===== src/rtl/npc_pkg.sv =====
// ============================================================================
// Module   : npc_pkg
// Brief    : Shared states, opcodes and encodings for the NPC controller.
// Revision : 1.0
// ============================================================================
`default_nettype none

package npc_pkg;

    typedef enum logic [2:0] {
        ST_FETCH  = 3'd0,
        ST_DECODE = 3'd1,
        ST_EXEC   = 3'd2,
        ST_MEM    = 3'd3,
        ST_WB     = 3'd4,
        ST_HALT   = 3'd5
    } ctrl_state_t;

    localparam logic [6:0]  OP_LOAD     = 7'b0000011;
    localparam logic [6:0]  OP_STORE    = 7'b0100011;
    localparam logic [6:0]  OP_BRANCH   = 7'b1100011;
    localparam logic [31:0] NOP_INST    = 32'h00000013;
    localparam logic [31:0] EBREAK_INST = 32'h00100073;

    function automatic logic inst_is_mem(input logic [31:0] i);
        return (i[6:0] == OP_LOAD) || (i[6:0] == OP_STORE);
    endfunction

    // Stores and branches have no rd field; rd == x0 is architecturally discarded.
    function automatic logic inst_writes_rd(input logic [31:0] i);
        return (i[6:0] != OP_STORE) && (i[6:0] != OP_BRANCH) && (i[11:7] != 5'd0);
    endfunction

endpackage

`default_nettype wire


===== src/rtl/npc_req_hs.sv =====
// ============================================================================
// Module   : npc_req_hs
// Brief    : One valid/ready request plus response wait, with bus timeout.
// Revision : 1.0
// ============================================================================
`default_nettype none

module npc_req_hs #(
    parameter int TIMEOUT = 256
) (
    input  logic clk,
    input  logic rst,
    input  logic active,
    input  logic req_ready,
    input  logic rsp_valid,
    output logic req_valid,
    output logic done,
    output logic timeout
);

    localparam logic [15:0] c_LIMIT = 16'(TIMEOUT - 1);

    logic        r_hs_done;
    logic [15:0] r_cnt;
    logic        w_hs_now;
    logic        w_hs_seen;

    assign req_valid = active && !r_hs_done;
    assign w_hs_now  = req_valid && req_ready;
    assign w_hs_seen = r_hs_done || w_hs_now;
    assign done      = active && w_hs_seen && rsp_valid;
    // >= keeps the timeout armed if a late handshake pushed the count past the limit.
    assign timeout   = active && !done && !w_hs_now && (r_cnt >= c_LIMIT);

    always_ff @(posedge clk) begin
        if (rst || !active || done || timeout) begin
            r_hs_done <= 1'b0;
            r_cnt     <= 16'd0;
        end else begin
            r_hs_done <= w_hs_seen;
            r_cnt     <= r_cnt + 16'd1;
        end
    end

endmodule

`default_nettype wire


===== src/rtl/npc_ctrl.sv =====
// ============================================================================
// Module   : npc_ctrl
// Brief    : Multi-cycle FETCH/DECODE/EXEC/MEM/WB sequencer for the NPC core.
//            NPC_CTRL_PERF_EN adds perf_cycle / perf_instret counters.
// Revision : 1.0
// ============================================================================
`default_nettype none

module npc_ctrl
    import npc_pkg::*;
#(
    parameter int          TIMEOUT = 256,
    parameter logic [31:0] EBREAK  = EBREAK_INST
) (
    input  logic        clk,
    input  logic        rst,
    input  logic [31:0] pc,
    output logic        ifu_req_valid,
    input  logic        ifu_req_ready,
    output logic [31:0] ifu_addr,
    input  logic        ifu_rsp_valid,
    input  logic [31:0] ifu_rsp_data,
    output logic [31:0] inst,
    output logic        lsu_req_valid,
    input  logic        lsu_req_ready,
    input  logic        lsu_rsp_valid,
    output logic        rf_wen,
    output logic        pc_wen,
    output logic        halt,
    output logic        bus_err,
    output logic [2:0]  state
`ifdef NPC_CTRL_PERF_EN
    ,
    output logic [63:0] perf_cycle,
    output logic [63:0] perf_instret
`endif
);

    ctrl_state_t r_state;
    logic [31:0] r_inst;
    logic        r_pc_wen;
    logic        r_rf_wen;
    logic        r_halt;
    logic        r_bus_err;

    logic w_ifu_done;
    logic w_ifu_tmo;
    logic w_lsu_done;
    logic w_lsu_tmo;

    npc_req_hs #(.TIMEOUT(TIMEOUT)) u_ifu_hs (
        .clk       (clk),
        .rst       (rst),
        .active    (r_state == ST_FETCH),
        .req_ready (ifu_req_ready),
        .rsp_valid (ifu_rsp_valid),
        .req_valid (ifu_req_valid),
        .done      (w_ifu_done),
        .timeout   (w_ifu_tmo)
    );

    npc_req_hs #(.TIMEOUT(TIMEOUT)) u_lsu_hs (
        .clk       (clk),
        .rst       (rst),
        .active    (r_state == ST_MEM),
        .req_ready (lsu_req_ready),
        .rsp_valid (lsu_rsp_valid),
        .req_valid (lsu_req_valid),
        .done      (w_lsu_done),
        .timeout   (w_lsu_tmo)
    );

    // Strobes are registered on the transition into WB so they last exactly one cycle.
    always_ff @(posedge clk) begin
        if (rst) begin
            r_state   <= ST_FETCH;
            r_inst    <= NOP_INST;
            r_pc_wen  <= 1'b0;
            r_rf_wen  <= 1'b0;
            r_halt    <= 1'b0;
            r_bus_err <= 1'b0;
        end else begin
            r_pc_wen <= 1'b0;
            r_rf_wen <= 1'b0;
            case (r_state)
                ST_FETCH: begin
                    if (w_ifu_done) begin
                        r_inst  <= ifu_rsp_data;
                        r_state <= ST_DECODE;
                    end else if (w_ifu_tmo) begin
                        r_state   <= ST_HALT;
                        r_halt    <= 1'b1;
                        r_bus_err <= 1'b1;
                    end
                end
                ST_DECODE: begin
                    if (r_inst == EBREAK) begin
                        r_state <= ST_HALT;
                        r_halt  <= 1'b1;
                    end else begin
                        r_state <= ST_EXEC;
                    end
                end
                ST_EXEC: begin
                    if (inst_is_mem(r_inst)) begin
                        r_state <= ST_MEM;
                    end else begin
                        r_state  <= ST_WB;
                        r_pc_wen <= 1'b1;
                        r_rf_wen <= inst_writes_rd(r_inst);
                    end
                end
                ST_MEM: begin
                    if (w_lsu_done) begin
                        r_state  <= ST_WB;
                        r_pc_wen <= 1'b1;
                        r_rf_wen <= inst_writes_rd(r_inst);
                    end else if (w_lsu_tmo) begin
                        r_state   <= ST_HALT;
                        r_halt    <= 1'b1;
                        r_bus_err <= 1'b1;
                    end
                end
                ST_WB:   r_state <= ST_FETCH;
                ST_HALT: r_state <= ST_HALT;
                default: r_state <= ST_FETCH;
            endcase
        end
    end

    assign ifu_addr = pc;
    assign inst     = r_inst;
    assign pc_wen   = r_pc_wen;
    assign rf_wen   = r_rf_wen;
    assign halt     = r_halt;
    assign bus_err  = r_bus_err;
    assign state    = r_state;

`ifdef NPC_CTRL_PERF_EN
    logic [63:0] r_perf_cycle;
    logic [63:0] r_perf_instret;

    always_ff @(posedge clk) begin
        if (rst) begin
            r_perf_cycle   <= 64'd0;
            r_perf_instret <= 64'd0;
        end else begin
            if (r_state != ST_HALT) begin
                r_perf_cycle <= r_perf_cycle + 64'd1;
            end
            if (r_pc_wen) begin
                r_perf_instret <= r_perf_instret + 64'd1;
            end
        end
    end

    assign perf_cycle   = r_perf_cycle;
    assign perf_instret = r_perf_instret;
`endif

endmodule

`default_nettype wire


===== config.mk =====
export PLATFORM = sky130hd
export DESIGN_NAME = npc_ctrl
export DESIGN_NICKNAME = d
export VERILOG_FILES = /design/src/rtl/npc_pkg.sv /design/src/rtl/npc_req_hs.sv /design/src/rtl/npc_ctrl.sv
export SDC_FILE = /design/constraint.sdc
export NUM_CORES = 1
export LEC_CHECK = 0
export CAP_MARGIN = 40
export CORE_ASPECT_RATIO = 1.75
export CORE_UTILIZATION = 35
export CTS_BUF_LIST = sky130_fd_sc_hd__clkbuf_2
export DETAILED_ROUTE_END_ITERATION = 10
export DONT_BUFFER_PORTS = 1
export PLACE_DENSITY_LB_ADDON = 0.25
export SETUP_SLACK_MARGIN = 0.15
export SLEW_MARGIN = 20
export SYNTH_ARGS = -nofsm -noshare
export SYNTH_HDL_FRONTEND = slang
export SYNTH_SLANG_ARGS = --single-unit

===== constraint.sdc =====
create_clock -name clk -period 2.3 [get_ports clk]
set_input_delay 0.46 -clock clk [delete_from_list [all_inputs] [get_ports clk]]
set_output_delay 0.46 -clock clk [all_outputs]
set_load 0.03 [all_outputs]

==> flow_metrics.tcl <==
set metrics [dict create \
    placed_cell_area_um2 3310 \
    grt_pass1_wl_mm 12.0 \
    min_period_over_period_pct 89.4 \
    htreeDepth 3 \
    p_per_area_nw_per_um2 861 \
    rows 46 \
    drtAntennaViolNets 0 \
    critical_path.slowest_cell "dfxtp_4" \
    drt-pass1-iter-count 4 \
    avgSynthCellArea_um2 8.34 \
    drv_cap 0 \
    met3_length_um 481 \
    top_layer "met4" \
    rsz0062_at_grt "yes" \
    drc 0 \
    cp-start-kind "flip-flop" \
    cts_tree "built" \
    p_total_uw 3200 \
    die_w_um 75.9 \
    first_global_vias 2601 \
    port_buffers 0 \
    ir_drop_mv 0.455 \
    synthSimpleGateAreaFrac_pct 26.4 \
    fmax_mhz 487 \
    ys_seq_elements 73 \
    clock_latency_ns 0.52 \
    synth_compound_area_share_pct 11.3 \
    drive_above_1_share_pct 13.5 \
    die-area_um2 9970 \
    slew_headroom_pct 51.2 \
    vias 2696 \
    hold_viol 0 \
    syn_area_um2 3340 \
    initial_utilization_pct 36.5 \
    outcome "finished, final reports clean" \
    wl_met1_mm 3.10 \
    crit_family "simple AND/OR/NAND/NOR gates" \
    synthDistinctLibCells 49 \
    whs_ns 0.0495 \
    cts_buffers 9 \
    yosysWarnings 0 \
    totalWireLength_mm 7.62 \
    hpwl_mm 5.38 \
    wl_per_cell_um 14.2 \
    cts_num_sinks 73 \
    path_cells "nand2b_1 > or2_4 > nor2_4 > buf_6" \
    drt_iter0_drc 92 \
    grt_usage_pct 16.1 \
    cts-root-buf "clkbuf_2" \
    worst_pin_slew_ns 0.730 \
    clock_path_buffers 2 \
    clock_skew_ns 0.0310 \
    synthAdderAreaFrac_pct 0.748 \
    critical_path_buf_inv_count 1 \
    grt_max_degree 33 \
    wl_met2_mm 3.82 \
    clkTransAtPathRegs_ns 0.20 \
    cp.required_ns 1.84 \
    yosysTopAreaCell "dfxtp_1" \
    cp-end-kind "primary output" \
    nNetsFinal 485 \
    synthMuxAreaShare_pct 0.299 \
    drv_slew 0 \
    antenna_found_initial 1 \
    pin_count 143 \
    min_period_ns 2.06 \
    path_class "flip-flop to primary output" \
    cpPeakStageDelay_ns 0.39 \
    via_per_inst 5.02 \
    worst-path-max-fanout 5 \
    synth_top_family_by_area "simple AND/OR/NAND/NOR gates" \
    finalWeightedCongestion 0.780 \
    grt-ovfl-total 0 \
    crit_arrival_ns 1.60 \
    yosysSeqAreaShare_pct 43.7 \
    fin_setup_tns_ns 0 \
    synth_area_leaders "dfxtp_1 (44%), nand2_1 (8.8%), buf_4 (7.2%)" \
    die_h_um 131 \
    area_delta_synth_final_pct 11.2 \
    leakagePower_uw 0.00133 \
    synth_top_area_share_pct 43.7 \
    synth_cells 401 \
    design_area_um2 3720 \
    hold_class "input pin to flip-flop" \
    synth_xor_area_share_pct 7.33 \
    syn_nets 473 \
    finalSetupViolCount 0 \
    coreArea_um2 9150 \
]
layout make-up:
cell class / instances / area [um^2]
fill: 913 / 5430
multi-input combinational: 274 / 1560
sequential: 73 / 1470
timing repair buffer: 47 / 433
tap: 120 / 150
clock buffer: 10 / 50.0
inverter: 8 / 30.0
clock inverter: 4 / 22.5
antenna: 1 / 2.50
cell usage after synthesis, drive strengths merged:
cell type,number
nand2,79
dfxtp,73
nor2,48
buf,39
a21oi,36
nand3,16
xnor2,15
xor2,13
and3,9
nor4,9
clkbuf,7
inv,7
nand4,5
a211oi,4
nand2b,4
nor3,4
o211ai,4
o21ai,3
a22o,2
and4bb,2
ha,2
or2,2
a2111oi,1
a21boi,1
a21o,1
a221oi,1
a31oi,1
a32o,1
clkinv,1
mux2i,1
nand4b,1
nor2b,1
nor3b,1
nor4b,1
o211a,1
o21a,1
o311ai,1
or2b,1
or3,1
or4,1
stage by stage:
stage	worst slack, ns	instances	util [%]
2_1_floorplan	0.308	401	-
3_3_place_gp	0.368	492	36.1
3_5_place_dp	0.353	492	36.1
4_1_cts	0.158	531	40.0
5_1_grt	0.121	537	40.6
6_report	0.245	537	40.6
cells by family after synthesis:
kind of cell	Yosys count
xor gates and xnor gates	28
DFF	73
adders and majority gates	2
AOI/OAI and AO/OA	58
muxes	1
and+or+nand+nor	185
buffers and inverters	54
routing by layer:
metal	track usage, %	vias up
met1	17.1	1273
met5	0	-
met2	26.7	68
met3	5.60	15
met4	8.44	0
li1	-	1340
sequential cells by signal (all words and copies together), names as in the netlist, 3 cells and up:
| name | cells |
|---|---|
| u_ifu_hs.r_cnt | 16 |
| inst | 32 |
| u_lsu_hs.r_cnt | 16 |
| state | 3 |
power breakdown:
group	leakage [uW]	internal, uW	total [uW]	switching (uW)
logic	0.000686	386	934	547
clock network	0.0000534	129	564	435
registers	0.000595	1410	1700	296
worst paths after layout:
path,slack [ns],startpoint,end,depth (start not counted)
worst max-delay path,0.24,state[2],lsu_req_valid,4
worst min-delay path,0.05,ifu_rsp_data[1],inst[1],2
worst max register to register,0.31,inst[19],state[2],5
worst min register to register,0.49,u_ifu_hs.r_cnt[0],u_ifu_hs.r_cnt[0],1
cells in the final DEF, fill, tap and decap left out, types with 9 or more instances in the layout:
master	instances
nor2_1	45
xor2_1	13
and3_1	9
nand3_1	16
xnor2_1	15
a21oi_1	36
dlygate4sd3_1	26
dfxtp_1	70
clkbuf_2	10
nand2_1	78
buf_4	18
repair_timing:
| item | CTS | global route |
|---|---|---|
| endpoints found under the hold margin | 31 | 2 |
| resized for setup | 11 | 2 |
| setup buffers | 1 | 2 |
| endpoints found under the setup margin | 2 | 2 |
| pin swaps | 0 | 1 |
| hold buffers | 24 | 2 |
No activity file was read; power rests on OpenSTA's default activity.
